**config.mk**
```make
export PLATFORM = sky130hd
export DESIGN_NAME = fifo_flagged
export DESIGN_NICKNAME = d
export VERILOG_FILES = /design/src/rtl/fifo_pkg.sv /design/src/rtl/fifo_wrap_ptr.sv /design/src/rtl/fifo_flagged.sv
export SDC_FILE = /design/constraint.sdc
export NUM_CORES = 1
export LEC_CHECK = 0
export ABC_AREA = 0
export CORE_ASPECT_RATIO = 0.8
export CORE_MARGIN = 1
export CORE_UTILIZATION = 60
export CTS_CLUSTER_DIAMETER = 200
export DETAILED_ROUTE_END_ITERATION = 12
export GPL_TIMING_DRIVEN = 0
export PLACE_DENSITY = 0.78
export SYNTH_ARGS = -nofsm -noshare
export SYNTH_HDL_FRONTEND = slang
export SYNTH_SLANG_ARGS = --single-unit
```
**constraint.sdc**
```tcl
create_clock -name clk -period 2.75 [get_ports clk]
set_clock_uncertainty 0.05 [all_clocks]
set_input_delay 0.55 -clock clk [delete_from_list [all_inputs] [get_ports clk]]
set_output_delay 0.55 -clock clk [all_outputs]
set_load 0.03 [all_outputs]
```
**src/rtl/fifo_pkg.sv**
```systemverilog
// rtl/fifo_pkg.sv - shared constants and helpers for the flagged FIFO
package fifo_pkg;

    // Read-mode selectors for the FWFT parameter
    localparam int FIFO_STD  = 0;
    localparam int FIFO_FWFT = 1;

    // Width needed to hold an occupancy count of 0..depth inclusive
    function automatic int fifo_cnt_w(input int depth);
        return $clog2(depth + 1);
    endfunction

endpackage

```
**src/rtl/fifo_wrap_ptr.sv**
```systemverilog
// rtl/fifo_wrap_ptr.sv - modulo-DEPTH pointer with explicit wrap
module fifo_wrap_ptr #(
    parameter int DEPTH = 32,
    parameter int PTR_W = $clog2(DEPTH)
) (
    input  logic             clk,
    input  logic             rst,
    input  logic             inc,
    output logic [PTR_W-1:0] ptr
);

    logic [PTR_W-1:0] r_ptr;

    // Advance on inc; the last slot returns to 0 so non-power-of-two depths work
    always_ff @(posedge clk) begin
        if (!rst) begin
            r_ptr <= '0;
        end else if (inc) begin
            if (r_ptr == PTR_W'(DEPTH - 1)) begin
                r_ptr <= '0;
            end else begin
                r_ptr <= r_ptr + 1'b1;
            end
        end
    end

    assign ptr = r_ptr;

endmodule

```
**src/rtl/fifo_flagged.sv**
```systemverilog
// rtl/fifo_flagged.sv - single-clock FIFO with thresholds, count, FWFT and sticky errors
module fifo_flagged
    import fifo_pkg::*;
#(
    parameter int WIDTH    = 8,
    parameter int DEPTH    = 32,
    parameter int FWFT     = FIFO_STD,
    parameter int AF_LEVEL = DEPTH - 4,
    parameter int AE_LEVEL = 4,
    parameter int PTR_W    = $clog2(DEPTH),
    parameter int CNT_W    = fifo_cnt_w(DEPTH)
) (
    input  logic             clk,
    input  logic             rst,
    input  logic             wr_en,
    input  logic [WIDTH-1:0] din,
    output logic             full,
    output logic             almost_full,
    input  logic             rd_en,
    output logic [WIDTH-1:0] dout,
    output logic             empty,
    output logic             almost_empty,
    output logic [CNT_W-1:0] count,
    input  logic             clr_err,
    output logic             overflow,
    output logic             underflow
);

    // Refuse to elaborate with nonsensical geometry or thresholds
    if (DEPTH < 2) begin : g_bad_depth
        $error("fifo_flagged: DEPTH must be at least 2");
    end
    if (AF_LEVEL < 1 || AF_LEVEL > DEPTH) begin : g_bad_af
        $error("fifo_flagged: AF_LEVEL must lie in 1..DEPTH");
    end
    if (AE_LEVEL < 0 || AE_LEVEL > DEPTH - 1) begin : g_bad_ae
        $error("fifo_flagged: AE_LEVEL must lie in 0..DEPTH-1");
    end

    logic [WIDTH-1:0] r_mem [DEPTH];
    logic [CNT_W-1:0] r_count;
    logic             r_overflow;
    logic             r_underflow;
    logic [PTR_W-1:0] w_wr_ptr;
    logic [PTR_W-1:0] w_rd_ptr;
    logic             w_full;
    logic             w_empty;
    logic             w_rd_ok;
    logic             w_wr_ok;

    assign w_full  = (r_count == CNT_W'(DEPTH));
    assign w_empty = (r_count == '0);

    // A read frees a slot in the same edge, so a full FIFO still takes a paired write
    assign w_rd_ok = rd_en && !w_empty;
    assign w_wr_ok = wr_en && (!w_full || w_rd_ok);

    fifo_wrap_ptr #(.DEPTH(DEPTH), .PTR_W(PTR_W)) u_wr_ptr (
        .clk (clk),
        .rst (rst),
        .inc (w_wr_ok),
        .ptr (w_wr_ptr)
    );

    fifo_wrap_ptr #(.DEPTH(DEPTH), .PTR_W(PTR_W)) u_rd_ptr (
        .clk (clk),
        .rst (rst),
        .inc (w_rd_ok),
        .ptr (w_rd_ptr)
    );

    // Storage is not cleared; reset only blocks the write so no stale word is queued
    always_ff @(posedge clk) begin
        if (rst && w_wr_ok) begin
            r_mem[w_wr_ptr] <= din;
        end
    end

    // Occupancy tracks accepted writes minus accepted reads
    always_ff @(posedge clk) begin
        if (!rst) begin
            r_count <= '0;
        end else begin
            case ({w_wr_ok, w_rd_ok})
                2'b10:   r_count <= r_count + 1'b1;
                2'b01:   r_count <= r_count - 1'b1;
                default: r_count <= r_count;
            endcase
        end
    end

    // Sticky error flags; a new error in the clearing cycle keeps the flag set
    always_ff @(posedge clk) begin
        if (!rst) begin
            r_overflow  <= 1'b0;
            r_underflow <= 1'b0;
        end else begin
            if (wr_en && !w_wr_ok) begin
                r_overflow <= 1'b1;
            end else if (clr_err) begin
                r_overflow <= 1'b0;
            end
            if (rd_en && !w_rd_ok) begin
                r_underflow <= 1'b1;
            end else if (clr_err) begin
                r_underflow <= 1'b0;
            end
        end
    end

    if (FWFT == FIFO_FWFT) begin : g_fwft
        // Head of queue is always presented; meaningless while empty
        assign dout = r_mem[w_rd_ptr];
    end else begin : g_std
        logic [WIDTH-1:0] r_dout;

        // Registered read: loads only on an accepted read, otherwise holds
        always_ff @(posedge clk) begin
            if (!rst) begin
                r_dout <= '0;
            end else if (w_rd_ok) begin
                r_dout <= r_mem[w_rd_ptr];
            end
        end

        assign dout = r_dout;
    end

    assign count        = r_count;
    assign full         = w_full;
    assign empty        = w_empty;
    assign almost_full  = (r_count >= CNT_W'(AF_LEVEL));
    assign almost_empty = (r_count <= CNT_W'(AE_LEVEL));
    assign overflow     = r_overflow;
    assign underflow    = r_underflow;

endmodule

```
# Word level (Yosys, flattened, before mapping)
# Memory sizes are Yosys's and may differ from the RTL's. A register that Yosys moved wholly into a read port is not among the register bits.
# Cells that the tools add are included.
[totals]
register_bits = 18
mem_bits_rw = 256
in_bits = 13
output_inout_bits = 20
elab_cells = 40
memories = 1
[op_classes]
add_sub_neg = 4
magnitude_cmp = 2
n_eq_ne = 5
mux = 8
reduce_logical = 15
[mem_list]
columns = ["memory", "depth", "width", "rd", "rd_clocked_by_memory_dff", "wr", "line_no", "text"]
rows = [
  ["r_mem", 32, 8, 1, 1, 1, "fifo_flagged.sv:40", "logic [WIDTH-1:0] r_mem [DEPTH];"],
]
[op_table]
columns = ["operator", "count"]
rows = [
  ["$pmux 6 s2", 1],
  ["$add 5x1->5 const B", 2],
  ["$eq 5x5->1 const B", 2],
  ["$mux 5", 2],
  ["$add 6x1->6 const B", 1],
  ["$eq 6x6->1 const B", 1],
  ["$ge 6x5->1 const B", 1],
  ["$le 6x3->1 const B", 1],
  ["$logic_not 6->1", 1],
  ["$reduce_bool 2->1", 3],
  ["$sub 6x1->6 const B", 1],
  ["$logic_and 1x1->1", 5],
  ["$logic_not 1->1", 5],
  ["$mux 1", 5],
  ["$eq 2x1->1 const B", 1],
  ["$eq 2x2->1 const B", 1],
  ["$logic_or 1x1->1", 1],
]

# Longest topological paths before layout
# Gate-level depths: netlist of run 1.
[logic_depth]
ltp_word = 8
ltp_mapped = 10

# Modules after synthesis
# Synthesis of run 1 repeated with hierarchy kept, for this count alone.
[unflattened]
hier_cells = 647
hier_area_um2 = 11502.3
[modules_own_cells]
columns = ["mod", "n_inst", "cells_each", "area_each_um2"]
rows = [
  ["fifo_flagged", 1, 597, 11014.3],
  ["fifo_wrap_ptr", 2, 25, 244.0],
]

# Worst setup path after synthesis of run 1
# Ideal clock, no wire load.
[synth_path]
path_kind = "register to register"
startpoint = "reg r_count[0] (netlist: count[0])"
endpoint = "reg r_count[5] (netlist: count[5])"
setup_ps = 81
t_arrival_ps = 2612
t_required_ps = 2619
path_slack_ps = 8
path_stages_with_launch = 11
period_less_slack_ps = 2742
cell_sequence = "dfxtp_1 nor3_1 a31oi_1 nand2b_2 inv_2 ha_1 a211oi_1 o21bai_1 a21o_1 or4_1 a41oi_1"
[synth_between]
elab_chain_cells = 7
[synth_rtl]
columns = ["item", "line_no", "text"]
rows = [
  ["start: declaration", "fifo_flagged.sv:41", "logic [CNT_W-1:0] r_count;"],
  ["start signal: assignment", "fifo_flagged.sv:85", "2'b10: r_count <= r_count + 1'b1;"],
  ["start signal: assignment", "fifo_flagged.sv:86", "2'b01: r_count <= r_count - 1'b1;"],
  ["start signal: assignment", "fifo_flagged.sv:87", "default: r_count <= r_count;"],
  ["$logic_not 6->1", "fifo_flagged.sv:52", "assign w_empty = (r_count == '0);"],
  ["$logic_not 1->1", "fifo_flagged.sv:55", "assign w_rd_ok = rd_en && !w_empty;"],
  ["$logic_and 1x1->1", "fifo_flagged.sv:55", ""],
  ["$logic_or 1x1->1", "fifo_flagged.sv:56", "assign w_wr_ok = wr_en && (!w_full || w_rd_ok);"],
  ["$logic_and 1x1->1", "fifo_flagged.sv:56", ""],
  ["$eq 2x1->1 or $eq 2x2->1 (tied branches)", "fifo_flagged.sv:84", "case ({w_wr_ok, w_rd_ok})"],
  ["$pmux 6 s2 or $reduce_bool 2->1 (tied branches)", "n/a", ""],
]
# Several ways; a longest one is shown, not always the timed one.
# A chain may end at the register's enable or synchronous reset.

# Final worst setup path of run 1
[layout_path]
startpoint = "reg r_count[5] (netlist: count[5])"
endpoint = "out almost_empty"
[layout_between]
elab_chain_cells = 1
[layout_rtl]
columns = ["item", "line_no", "text"]
rows = [
  ["$le 6x3->1", "fifo_flagged.sv:133", "assign almost_empty = (r_count <= CNT_W'(AE_LEVEL));"],
  ["end: declaration", "fifo_flagged.sv:22", "output logic almost_empty,"],
]
# Every way passes these cells.

==> impl.org, run 1 <==
** Synth
- In the synthesized netlist, the cells that appear most often are 256 x edfxtp_1, 57 x nor2_1, 39 x mux4_2.
- Gate count after technology mapping :: 591
- Sequential cell area fraction in the yosys report :: 70.9%
- The Yosys step of the flow raised 0 warnings.
- Proportion of netlist area held by the largest area contributor :: 66.4%
- Most frequent cell after synthesis :: edfxtp_1
- Counting flops with a built-in enable in the synthesized netlist gives 256.
- Post-synthesis register bit count :: 282
- Dividing the synthesized area by the synthesized cell count gives 19.6 um^2.
- The number of nets handed over by synthesis was 616.
- Synth area leader :: edfxtp_1
- In this run, distinct cell masters in the synthesized netlist total 57.
- Fraction of synthesis flops using an asynchronous set or reset pin :: 0%
- Leading register cell type out of synthesis :: edfxtp_1
- Ranking of synthesized cells by area :: edfxtp_1 66%, mux4_2 7.6%, mux4_1 7.5%, dfxtp_1 4.5%, nor2_1 1.8%
- Cell Area, Synth :: 11600 um^2

** Global route
- The first global-routing pass estimated 35200 um of wire.
- Global routing finished with a remaining overflow of 0.
- Global routing usage summed across all routing layers :: 24.8%
- Antenna violations before repair :: 0
- The number of global-route vias before repair was 5937.
- Maximum number of pins on one net before global-route repair :: 33

** Timing
- In this run the tightest slew margin relative to its limit is 13.5%.
- Min Tclk post-route :: 2690 ps
- Setup violations remaining at the end of the flow were counted as 0.
- For this run, the top clock speed supported by timing is 372 MHz.
- The final hold violation count was 0.
- In the finished design, the share of the clock period the worst path needs comes to 97.7%.
- Final hold analysis gives a worst-case slack of 456 ps.
- The max-slew violation total from the final report is 0.
- At the pin with the least slew margin, the transition time is 1290 ps.

** Placed design
- Buffers placed on the I/O ports in this run total 31.
- At the end of routability-driven placement, the weighted congestion stood at 0.934.
- DP Cell Count :: 880
- Post-DP HPWL :: 14700 um

** Clock network
- In this run the deepest clock path goes through 3 buffers.
- In this run, CTS created clock tree buffers numbering 27.
- Clock input transition at the sequential cells of the worst setup and hold paths :: 60 ps
- Hold_buf cts :: 0
- Root buf cell :: clkbuf_16
- CTS HTree Levels :: 1
- TritonCTS built the clock tree.
- The later pin in the worst-skew pair is clocked with a latency of 530 ps.
- Counting every sink on the clock net gives 282.

** Layout
- In the final design database the tool counted 679 nets.
- Multi-input gate area in the final layout :: 3110 um^2
- Final core utilization :: 69.6%
- Across the whole layout, storage elements account for 8220 um^2.
- Area growth syn-to-layout :: 13.7%
- For this run, the number of standard cells in the final layout without fillers is 933.
- FILL cells :: 1198
- In the final layout, the share of cells above drive strength 1 is 20.6%.

** Worst setup path
- STA classifies the critical path endpoint as an output pin.
- RR Startpoint :: count[2]$_SDFFE_PN0P_
- At the worst endpoint, the required time is 2150 ps.
- Worst Path Arrival :: 2090 ps
- Startpoint class of the critical path :: register
- Maximum fanout encountered on the critical timing path :: 7
- Tracing the worst setup path back leads to its startpoint at count[5]$_SDFFE_PN0P_.
- The critical path in this run is classified as register to output pin.

** Power and ir drop
- In this run the power density over the cells is 901 nW/um^2.
- Total Power :: 11.9 mW
- Max rail drop VDD :: 0.000528 V
- Leak pwr :: 4.22 nW

** Hold path
- Type of the most critical hold path :: register to register
- The worst hold path begins at overflow$_SDFFE_PN0P_.

** Drt
- In the routed layout, each cell is associated on average with a via count of 6.30.
- After detailed routing, the number of remaining DRC violations is 0.
- Vias :: 5875
- Dividing the detail-routed wire length by the instance count gives 25.2 um.
- The final layout contains routed wiring with a total length of 23500 um.
- Number of detailed-route iterations in the first pass :: 5
- In this run, the number of DRC markers left after iteration 0 of detailed routing was 644.
- Remaining number of nets flagged by the antenna check after routing :: 0

** Floorplanning
- During I/O placement, the number of pins put on the boundary was 33.
- In this run the vertical extent of the chip is 126 um.
- The die covers 19900 um^2.
- The initial utilization of the core area, before any placement, comes to 61.2%.
- In this run the horizontal extent of the chip is 157 um.
- In this run the standard cell core region covers 18900 um^2.
- Std cell rows :: 45

** Flow run
- Total of max-cap violations :: 0

** Run status
- Outcome :: completed
[power by group]
group,total [mW],switching [mW],internal [mW]
Sequential,4.98,0.160,4.82
Clock,3.71,1.53,2.18
Combinational,3.17,1.64,1.53
Total,11.9,3.33,8.53
[layout by cell type, fill, tap and decap left out, types with 9 or more instances in the layout]
| master | count |
|---|---|
| clkdlybuf4s50_1 | 28 |
| nand2_1 | 11 |
| a21oi_1 | 13 |
| nor2_1 | 55 |
| mux4_2 | 39 |
| dfxtp_1 | 20 |
| mux4_1 | 33 |
| mux2i_1 | 18 |
| clkbuf_1 | 9 |
| edfxtp_1 | 256 |
| ha_1 | 11 |
| clkbuf_16 | 27 |
[worst paths after layout]
check / cells past startpoint / end / slack (ps)
worst min register to register: 2 / overflow$_SDFFE_PN0P_ / 460
worst max-delay path: 3 / almost_empty / 60
worst min-delay path: 2 / overflow$_SDFFE_PN0P_ / 460
worst max register to register: 10 / count[5]$_SDFFE_PN0P_ / 80
[cell families (layout without fill, tap and decap cells)]
logic type               count (synthesis)  count (layout)  share of synthesized area [%]
XOR/XNOR                                 3               3                          0.227
multiplexers                            96              96                           17.2
AO/OA/AOI/OAI                           44              44                           2.71
other                                    0               1                              0
buffers and inverters                   38             121                           2.61
adder cells (fa/ha/maj)                 12              12                           1.36
AND/OR/NAND/NOR                        116             116                           5.01
flip-flops                             282             282                           70.9
[registers in the layout, summed over array words and instances (netlist names)]
signal	flops
r_mem	256
dout	8
count	6
u_rd_ptr.ptr	5
u_wr_ptr.ptr	5
overflow	1
underflow	1
[layer usage]
metal | global-route usage, % | vias up | part of all wire, %
met2 | 40.0 | 231 | 49
met5 | 0 | - | 0
li1 | - | 2571 | -
met3 | 3.20 | 52 | 5.8
met4 | 6.23 | 0 | 2.6
met1 | 36.7 | 3021 | 43
[cell type report]
cell class / count / share of cell area (%)
clock inverter: 18 / 1.47
sequential: 282 / 62.4
multi-input combinational: 271 / 23.6
tap: 258 / 2.45
timing repair buffer: 34 / 2.50
antenna: 1 / 0.0190
clock buffer: 31 / 5.25
buffer: 28 / 2.01
inverter: 10 / 0.285
[repair_timing]
item                                    in CTS  in global routing
endpoints found under the setup margin       4                 18
setup buffers                                1                  2
gates resized for setup                      7                  9
hold endpoints to repair                     0                  0
pin swaps                                    0                  2
[worst max-delay path, stage by stage, from the launching register on]
cell	delay, ps
dfxtp_2	350
or3_1	420
nor2_1	120
clkdlybuf4s50_1	670
[per-stage QoR]
step / setup slack [ps] / area [um^2] / TNS (ps)
floorplan: 7.79 / 11600 / 0
global placement: -813 / 12200 / -62480
detailed placement: -955 / 12200 / -75170
CTS: 13.3 / 13100 / 0
global route: -25.9 / 13200 / -25.9
finish: 62.8 / 13200 / 0
No activity file was read; power rests on OpenSTA's default activity.
==> run 2: changes to the inputs <==
--- a/config.mk
+++ b/config.mk
@@ -7,7 +7,7 @@
 export LEC_CHECK = 0
 export ABC_AREA = 0
 export CORE_ASPECT_RATIO = 0.8
-export CORE_MARGIN = 1
+export CORE_MARGIN = 5
 export CORE_UTILIZATION = 60
 export CTS_CLUSTER_DIAMETER = 200
 export DETAILED_ROUTE_END_ITERATION = 12
==> run 2 against run 1 <==
Design area is 0.35% higher. Highest routed layer unchanged. Sequential power is essentially flat. Die area up 12%. Sequential share of layout area is 0.22 points lower.
==> impl.org, run 2 (synthesized netlist as in run 1, its figures left out) <==
** Timing
- Setup repair after global routing missed its margin :: yes
- The final-layout worst hold slack came to 411 ps (-44.9 ps).
- The final hold violation count was 0 (unchanged).
- Setup violators final :: 0 (unchanged)
- The transition time of the tightest slew-check pin was 1360 ps (+61.6 ps).
- The worst slew margin relative to its limit is 9.34% (-4.1 points).
- Final worst-path setup slack :: 101 ps (+38.2 ps)
- Maximum operating frequency :: 378 MHz (+1.4%)
- Number of slew-limit violations in the final report :: 0 (unchanged)
- Share of the clock period used by the worst path after layout :: 96.3% (-1.4 points)
- Min Tclk post-route :: 2650 ps (-38.2 ps)

** Placed design
- The placed cell area was 12200 um^2 (unchanged).
- The sum of net half-perimeters after detailed placement is 15400 um (+4.9%).
- Number of port buffers :: 31 (unchanged)
- The worst slack after detailed placement was -931 ps (+24.1 ps).
- Final weighted congestion in routability-driven placement :: 0.867 (-7.1%)

** Power and ir drop
- Total Power :: 12.0 mW (+1.4%)
- Ratio of total power to cell area :: 910 nW/um^2 (+1.1%)
- The peak supply drop is 0.000628 V (+19%).
- Leak pwr :: 4.23 nW (+0.40%)

** Floorplanning
- The chip width is 165 um (+5.1%).
- The area of the core is 19000 um^2 (+0.30%).
- The initial standard-cell utilization of the core is 61.0% (-0.18 points).
- The die outline area came to 22200 um^2 (+12%).
- I/O Pins :: 33 (unchanged)
- Overall die height :: 134 um (+6.3%)
- The number of cell rows came to 45 (unchanged).

** Clock network
- The number of CTS-inserted buffers was 27 (unchanged).
- The tree is rooted in a clkbuf_16.
- The number of buffers on the longest clock path was 3 (unchanged).
- # clock sinks :: 282 (unchanged)
- The number of buffers inserted for hold repair after clock tree synthesis came to 0 (unchanged).
- The clock slew at the register clock pins of the worst setup and hold paths was 60 ps (about the same).
- Clk_lat worst skew :: 530 ps (about the same)
- TritonCTS built the clock tree.
- CTS HTree Levels :: 1 (unchanged)

** Drt
- The residual DRC count was 0 (unchanged).
- Vias :: 5910 (+0.60%)
- Via density per instance :: 6.35 (+0.81%)
- Iteration-0 DRC Markers :: 550 (-15%)
- Number of detailed-route iterations in the first pass :: 5 (unchanged)
- Average wire length per cell after detail routing :: 26.3 um (+4.5%)
- Total wirelength of the detailed-routed design :: 24500 um (+4.2%)
- Remaining number of nets flagged by the antenna check after routing :: 0 (unchanged)

** Layout
- The flip-flop count of the largest register after layout was 256 (unchanged).
- The share of post-route cells with drive strength above 1 is 21.4% (+0.77 points).
- From synthesis to final layout, the design area changed by 14.1%.
- The core occupancy in the finished layout came to 69.6% (about the same).
- The final net count was 677 (-0.29%).
- The library cell used most frequently in the layout, excluding fill and tap cells, is edfxtp_1.
- Most used cells in the layout excluding fill and tap cells :: 256 x edfxtp_1, 54 x nor2_1, 39 x mux4_2
- Largest reg by FF count :: r_mem
- Antenna diode count :: 0 (-1)
- FILL cells :: 1182 (-1.3%)
- The final non-filler cell area came to 13200 um^2 (+0.35%).

** Worst setup path
- Cell family with the largest share of critical-path delay :: compound AO/OA/AOI/OAI gates
- By startpoint and endpoint, the worst setup path is classified as register to register.
- Critical path, cell by cell :: nor3_4 -> a31oi_4 -> nand2b_2 -> inv_2 -> ha_1 -> a211oi_1 -> o21bai_1 -> a21o_1 -> or4_1 -> a41oi_1
- The required time reported for the critical path endpoint came to 3150 ps (+1000 ps).
- Biggest cell delay along the critical path :: 420 ps (-250 ps)
- STA classifies the critical path startpoint as a register.
- Slowest stage cell on the critical path :: or4_1
- The arrival time reported for the critical path endpoint was 3050 ps (+960 ps).
- The worst setup path is captured at a register.
- Maximum fanout encountered on the critical timing path :: 7 (unchanged)
- Total buffers and inverters traversed by the critical path :: 1 (unchanged)

** Run status
- Outcome :: completed

** Global route
- Global routing usage summed across all routing layers :: 22.8% (-2.1 points)
- The wire length of the first global-routing pass is 37200 um (+5.7%).
- Maximum number of pins on one net before global-route repair :: 33 (unchanged)
- Grt total ovfl :: 0 (unchanged)
- Antenna violations before repair :: 0 (unchanged)
- Via count of the first global-routing pass :: 6110 (+2.9%)

** Hold path
- In this run the worst hold path is classified as input pin to register.

** Flow run
- The max-capacitance violation count is 0 (unchanged).
[run 2: cell count changes in the layout (fill, tap and decap cells not counted), sizes merged]
cell,delta
clkinvlp,+3
clkbuf,-2
clkdlybuf4s50,-1
bufinv,+2
dlygate4sd2,+1
buf,-2
diode,-1
clkinv,-2
[run 2: worst register-to-register path, cell delays in order (launching register included)]
cell	delay, ps
dfxtp_2	380
nor3_4	270
a31oi_4	130
nand2b_2	120
inv_2	80
ha_1	300
a211oi_1	250
o21bai_1	150
a21o_1	230
or4_1	420
a41oi_1	190
[run 2: cell type report]
cell class	instances	area [um^2]	area share, %
flip-flops and latches	282	8220	62.2
multi-input cells	271	3110	23.5
clock buffers	29	683	5.17
well taps	258	323	2.44
repair buffers	32	313	2.37
clock inverters	21	272	2.05
plain buffers	28	265	2.01
inverters	10	37.5	0.284
[run 2: through the flow]
step / cells / setup TNS, ps
after floorplan: 591 / 0
after global placement: 880 / -57870
after detailed placement: 880 / -68120
after CTS: 930 / 0
after global routing: 931 / -10.6
final: 931 / 0
[run 2: final timing paths]
kind                                             from                    end  slack [ps]  cells past startpoint
worst max-delay path            count[0]$_SDFFE_PN0P_  count[5]$_SDFFE_PN0P_         100                     10
worst min-delay path                            wr_en  count[5]$_SDFFE_PN0P_         410                      3
worst max register to register  count[0]$_SDFFE_PN0P_  count[5]$_SDFFE_PN0P_         100                     10
worst min register to register  overflow$_SDFFE_PN0P_  overflow$_SDFFE_PN0P_         440                      2
[run 2: where the power goes]
part           total (mW)  internal, mW  switching (mW)  leakage [nW]
Clock                3.94          2.37            1.56         0.464
Combinational        3.10          1.48            1.62          1.25
Sequential           4.99          4.82           0.173          2.52
[run 2: timing repair]
action | 4_1_cts | 5_1_grt
endpoints found under the setup margin | 5 | 120
setup buffers | 0 | 1
gates resized for setup | 9 | 8
hold endpoints to repair | 0 | 0
pin swaps | 0 | 2
[run 2: metal layers]
layer  vias up  part of all wire, %  global-route usage [%]
li1       2564                    -                       -
met1      3071                   42                    32.7
met2       231                   50                    37.8
met3        44                  6.1                    3.41
met4         0                  2.5                    5.27
met5         -                    0                       0
==> run 3: changes to the inputs <==
--- a/config.mk
+++ b/config.mk
@@ -6,13 +6,15 @@
 export NUM_CORES = 1
 export LEC_CHECK = 0
 export ABC_AREA = 0
+export ABC_CLOCK_PERIOD_IN_PS = 3010
 export CORE_ASPECT_RATIO = 0.8
 export CORE_MARGIN = 5
 export CORE_UTILIZATION = 60
 export CTS_CLUSTER_DIAMETER = 200
 export DETAILED_ROUTE_END_ITERATION = 12
+export DONT_BUFFER_PORTS = 1
 export GPL_TIMING_DRIVEN = 0
-export PLACE_DENSITY = 0.78
+export PLACE_DENSITY = 0.76
 export SYNTH_ARGS = -nofsm -noshare
 export SYNTH_HDL_FRONTEND = slang
 export SYNTH_SLANG_ARGS = --single-unit
==> constraint.sdc (replaced) <==
create_clock -name clk -period 3.01 [get_ports clk]
set_clock_uncertainty 0.05 [all_clocks]
set_input_delay 0.602 -clock clk [delete_from_list [all_inputs] [get_ports clk]]
set_output_delay 0.602 -clock clk [all_outputs]
set_load 0.03 [all_outputs]
==> run 3 against run 2 <==
Wire length decreased by 4.3%. Utilization decreased by 2.4 points. Count of clock-buffer cells in the layout increased by 7. Critical path depth unchanged. Register-to-register slack about the same. Combinational power decreased by 25%. Critical path type unchanged. Critical endpoint unchanged. Largest cell class unchanged.
==> impl.org, run 3 (synthesized netlist as in run 1, its figures left out) <==
** Run status
- Outcome :: completed

** Power and ir drop
- The fraction of power consumed by sequential logic was 46.4% (+4.9 points).
- The leakage power summed over all cells is 4.04 nW (-4.5%).
- The internal power is 7.35 mW (-15%).
- Ratio of total power to cell area :: 802 nW/um^2 (-12%)
- Net switching power of the design :: 2.89 mW (-14%)
- The peak supply drop came to 0.000506 V (-19%).
- The fraction of power consumed by combinational cells was 22.9% (-2.9 points).
- The fraction of power consumed by the clock network is 30.7% (-2.0 points).
- Share of total power consumed by net switching :: 28.2% (+0.32 points)

** Timing
- Share of the clock period used by the worst path after layout :: 96.7% (+0.41 points)
- The setup slack of the critical path after layout came to 98.2 ps (-2.83 ps).
- The shortest period the worst path allows was 2910 ps (+263 ps).
- Relative max-transition margin :: 40.5% (+31 points)
- Worst-Margin Slew :: 889 ps (-466 ps)
- Final Hold Viols :: 0 (unchanged)
- Maximum operating frequency :: 343 MHz (-9.0%)
- The max-slew violation total from the final report is 0 (unchanged).
- The number of setup violations in the final report is 0 (unchanged).
- The setup TNS after final layout is 0 ps (unchanged).

** Floorplanning
- Std cell rows :: 45 (unchanged)
- Area of the core :: 19000 um^2 (unchanged)
- The initial standard-cell utilization of the core was 61.0% (unchanged).
- The total I/O pin count came to 33 (unchanged).
- Die ar. :: 22200 um^2 (unchanged)
- Overall die height :: 134 um (unchanged)
- Die width :: 165 um (unchanged)

** Worst setup path
- STA classifies the critical path startpoint as a register.
- STA classifies the critical path endpoint as a register.
- The path depth of the worst reg2reg path came to 10 (unchanged).
- CP Capture Point :: count[5]$_SDFFE_PN0P_
- Kind of critical path :: register to register
- Crit path launch :: count[0]$_SDFFE_PN0P_
- RR Startpoint :: count[0]$_SDFFE_PN0P_
- Worst Path Arrival :: 3280 ps (+230 ps)
- The maximum net fanout on the critical path was 7 (unchanged).
- The required time reported for the critical path endpoint came to 3380 ps (+230 ps).
- The reg-to-reg setup timing slack came to 100 ps (about the same).
- The endpoint identified for the worst register-to-register timing path is count[5]$_SDFFE_PN0P_.

** Layout
- Non-Filler Cell Area, Final :: 12800 um^2 (-3.4%)
- In the layout the commonest cells are 256 x edfxtp_1, 57 x nor2_1, 39 x mux4_2.
- The final net count is 645 (-4.7%).
- The library cell used most frequently in the layout, excluding fill and tap cells, is edfxtp_1.
- Final core utilization :: 67.3% (-2.4 points)
- Antenna diode count :: 0 (unchanged)
- Largest reg by FF count :: r_mem
- Compared with the post-synthesis result, the final layout area differs by 10.2%.
- The share of post-route cells with drive strength above 1 is 20.2% (-1.2 points).
- Flip-flop count of the largest register after layout :: 256 (unchanged)

** Flow run
- Total of max-cap violations :: 0 (unchanged)

** Drt
- The iteration count of the initial detailed-routing pass is 5 (unchanged).
- The number of vias after detailed routing was 5707 (-3.4%).
- Final routed DRC violation total :: 0 (unchanged)
- The number of design-rule violations left by the first detailed-router iteration came to 520 (-5.5%).
- Remaining number of nets flagged by the antenna check after routing :: 0 (unchanged)
- The aggregate routed wire length came to 23500 um (-4.3%).
- The average detailed-routed wire length per instance came to 26.2 um (-0.60%).
- Via density per instance :: 6.37 (+0.34%)

** Clock network
- Clk_lat worst skew :: 520 ps (about the same)
- The maximum level of the CTS H-tree was 1 (unchanged).
- The number of sinks driven by the clock tree came to 282 (unchanged).
- CTS tree :: built
- Maximum count of clock buffers along a single path :: 3 (unchanged)
- Clock input transition at the sequential cells of the worst setup and hold paths :: 60 ps (about the same)
- Clock buffer count from CTS :: 27 (unchanged)
- The root buffer cell chosen for the clock tree is clkbuf_16.

** Global route
- The number of global-route vias before repair was 5990 (-2.0%).
- The pin count of the biggest net entering global routing was 33 (unchanged).
- The wire length of the first global-routing pass was 36100 um (-3.1%).
- The total track usage is 21.9% (-0.83 points).
- The remaining global-route overflow came to 0 (unchanged).
- Antenna violations before repair :: 0 (unchanged)

** Placed design
- Number of port buffers :: 0 (-100%)
- The weighted congestion at the end of routability-driven global placement came to 0.850 (-1.9%).
- The worst slack after detailed placement was -300 ps (+631 ps).
- The placed cell area was 11900 um^2 (-2.5%).
- The sum of net half-perimeters after detailed placement was 14900 um (-3.2%).

** Hold path
- The worst hold path belongs to the class input pin to register.
run 3: cell count changes in the layout (fill, tap and decap cells not counted), sizes merged, moves of 2 or more:
| cell | previous run | this run |
|---|---|---|
| bufinv | 6 | 1 |
| clkbuf | 39 | 46 |
| clkdlybuf4s50 | 27 | 0 |
| clkinv | 12 | 10 |
| clkinvlp | 3 | 1 |
| dlygate4sd2 | 4 | 0 |
run 3: metrics by stage:
| stage | power [mW] | std cells | hold slack [ps] |
|---|---|---|---|
| final | 10.2 | 896 | 130 |
| after global routing | 10.6 | 896 | 103 |
| after CTS | 10.2 | 896 | 111 |
| after detailed placement | 7.10 | 849 | 470 |
| after global placement | 7.01 | 849 | 454 |
| after floorplan | 6.56 | 591 | 443 |
run 3: power by group through the flow:
stage | combinational [mW] | sequential, mW | clock, mW
3_5_place_dp | 2.30 | 4.81 | 0
4_1_cts | 2.32 | 4.73 | 3.17
3_3_place_gp | 2.22 | 4.79 | 0
5_1_grt | 2.51 | 4.77 | 3.37
6_report | 2.34 | 4.75 | 3.14
2_1_floorplan | 1.81 | 4.74 | 0
run 3: layout make-up:
type | instances | area [um^2]
inverter | 10 | 37.5
clock inverter | 11 | 75.1
sequential | 282 | 8220
buffer | 28 | 265
clock buffer | 36 | 739
multi-input combinational | 271 | 3100
fill | 1230 | 6210
tap | 258 | 323
run 3: worst max-delay path, cell delays in order (launching register included):
cell and delay, ps:
dfxtp_2 530, nor3_4 110, a31oi_4 260, nand2b_2 130, inv_2 150, ha_1 270, a211oi_1 240, o21bai_1 170
a21o_1 240, or4_1 440, a41oi_1 230
run 3: worst min path at each step:
stage | start | to | slack, ps | cells after the start
finish | din[7] | r_mem[3][7]$_DFFE_PP_ | 130 | 0
floorplan | u_wr_ptr.ptr[3]$_SDFFE_PN0P_ | u_wr_ptr.ptr[3]$_SDFFE_PN0P_ | 440 | 2
global route | din[6] | r_mem[28][6]$_DFFE_PP_ | 100 | 0
global placement | u_wr_ptr.ptr[3]$_SDFFE_PN0P_ | u_wr_ptr.ptr[3]$_SDFFE_PN0P_ | 450 | 2
CTS | din[6] | r_mem[28][6]$_DFFE_PP_ | 110 | 0
detailed placement | u_wr_ptr.ptr[3]$_SDFFE_PN0P_ | u_wr_ptr.ptr[3]$_SDFFE_PN0P_ | 470 | 2
run 3: what timing repair did:
item | in CTS | in global routing
endpoints found under the setup margin | 2 | 1
hold buffers | 0 | 0
gates resized for setup | 7 | 6
setup buffers | 0 | 0
run 3: metal layers:
metal | wire, um | track usage [%] | vias to the layer above | part of all wire [%]
met5 | 0 | 0 | - | 0
met4 | 390 | 4.21 | 0 | 1.7
met3 | 1960 | 5.25 | 36 | 8.4
met2 | 11500 | 35.8 | 227 | 49
met1 | 9590 | 31.1 | 2956 | 41
li1 | - | - | 2488 | -
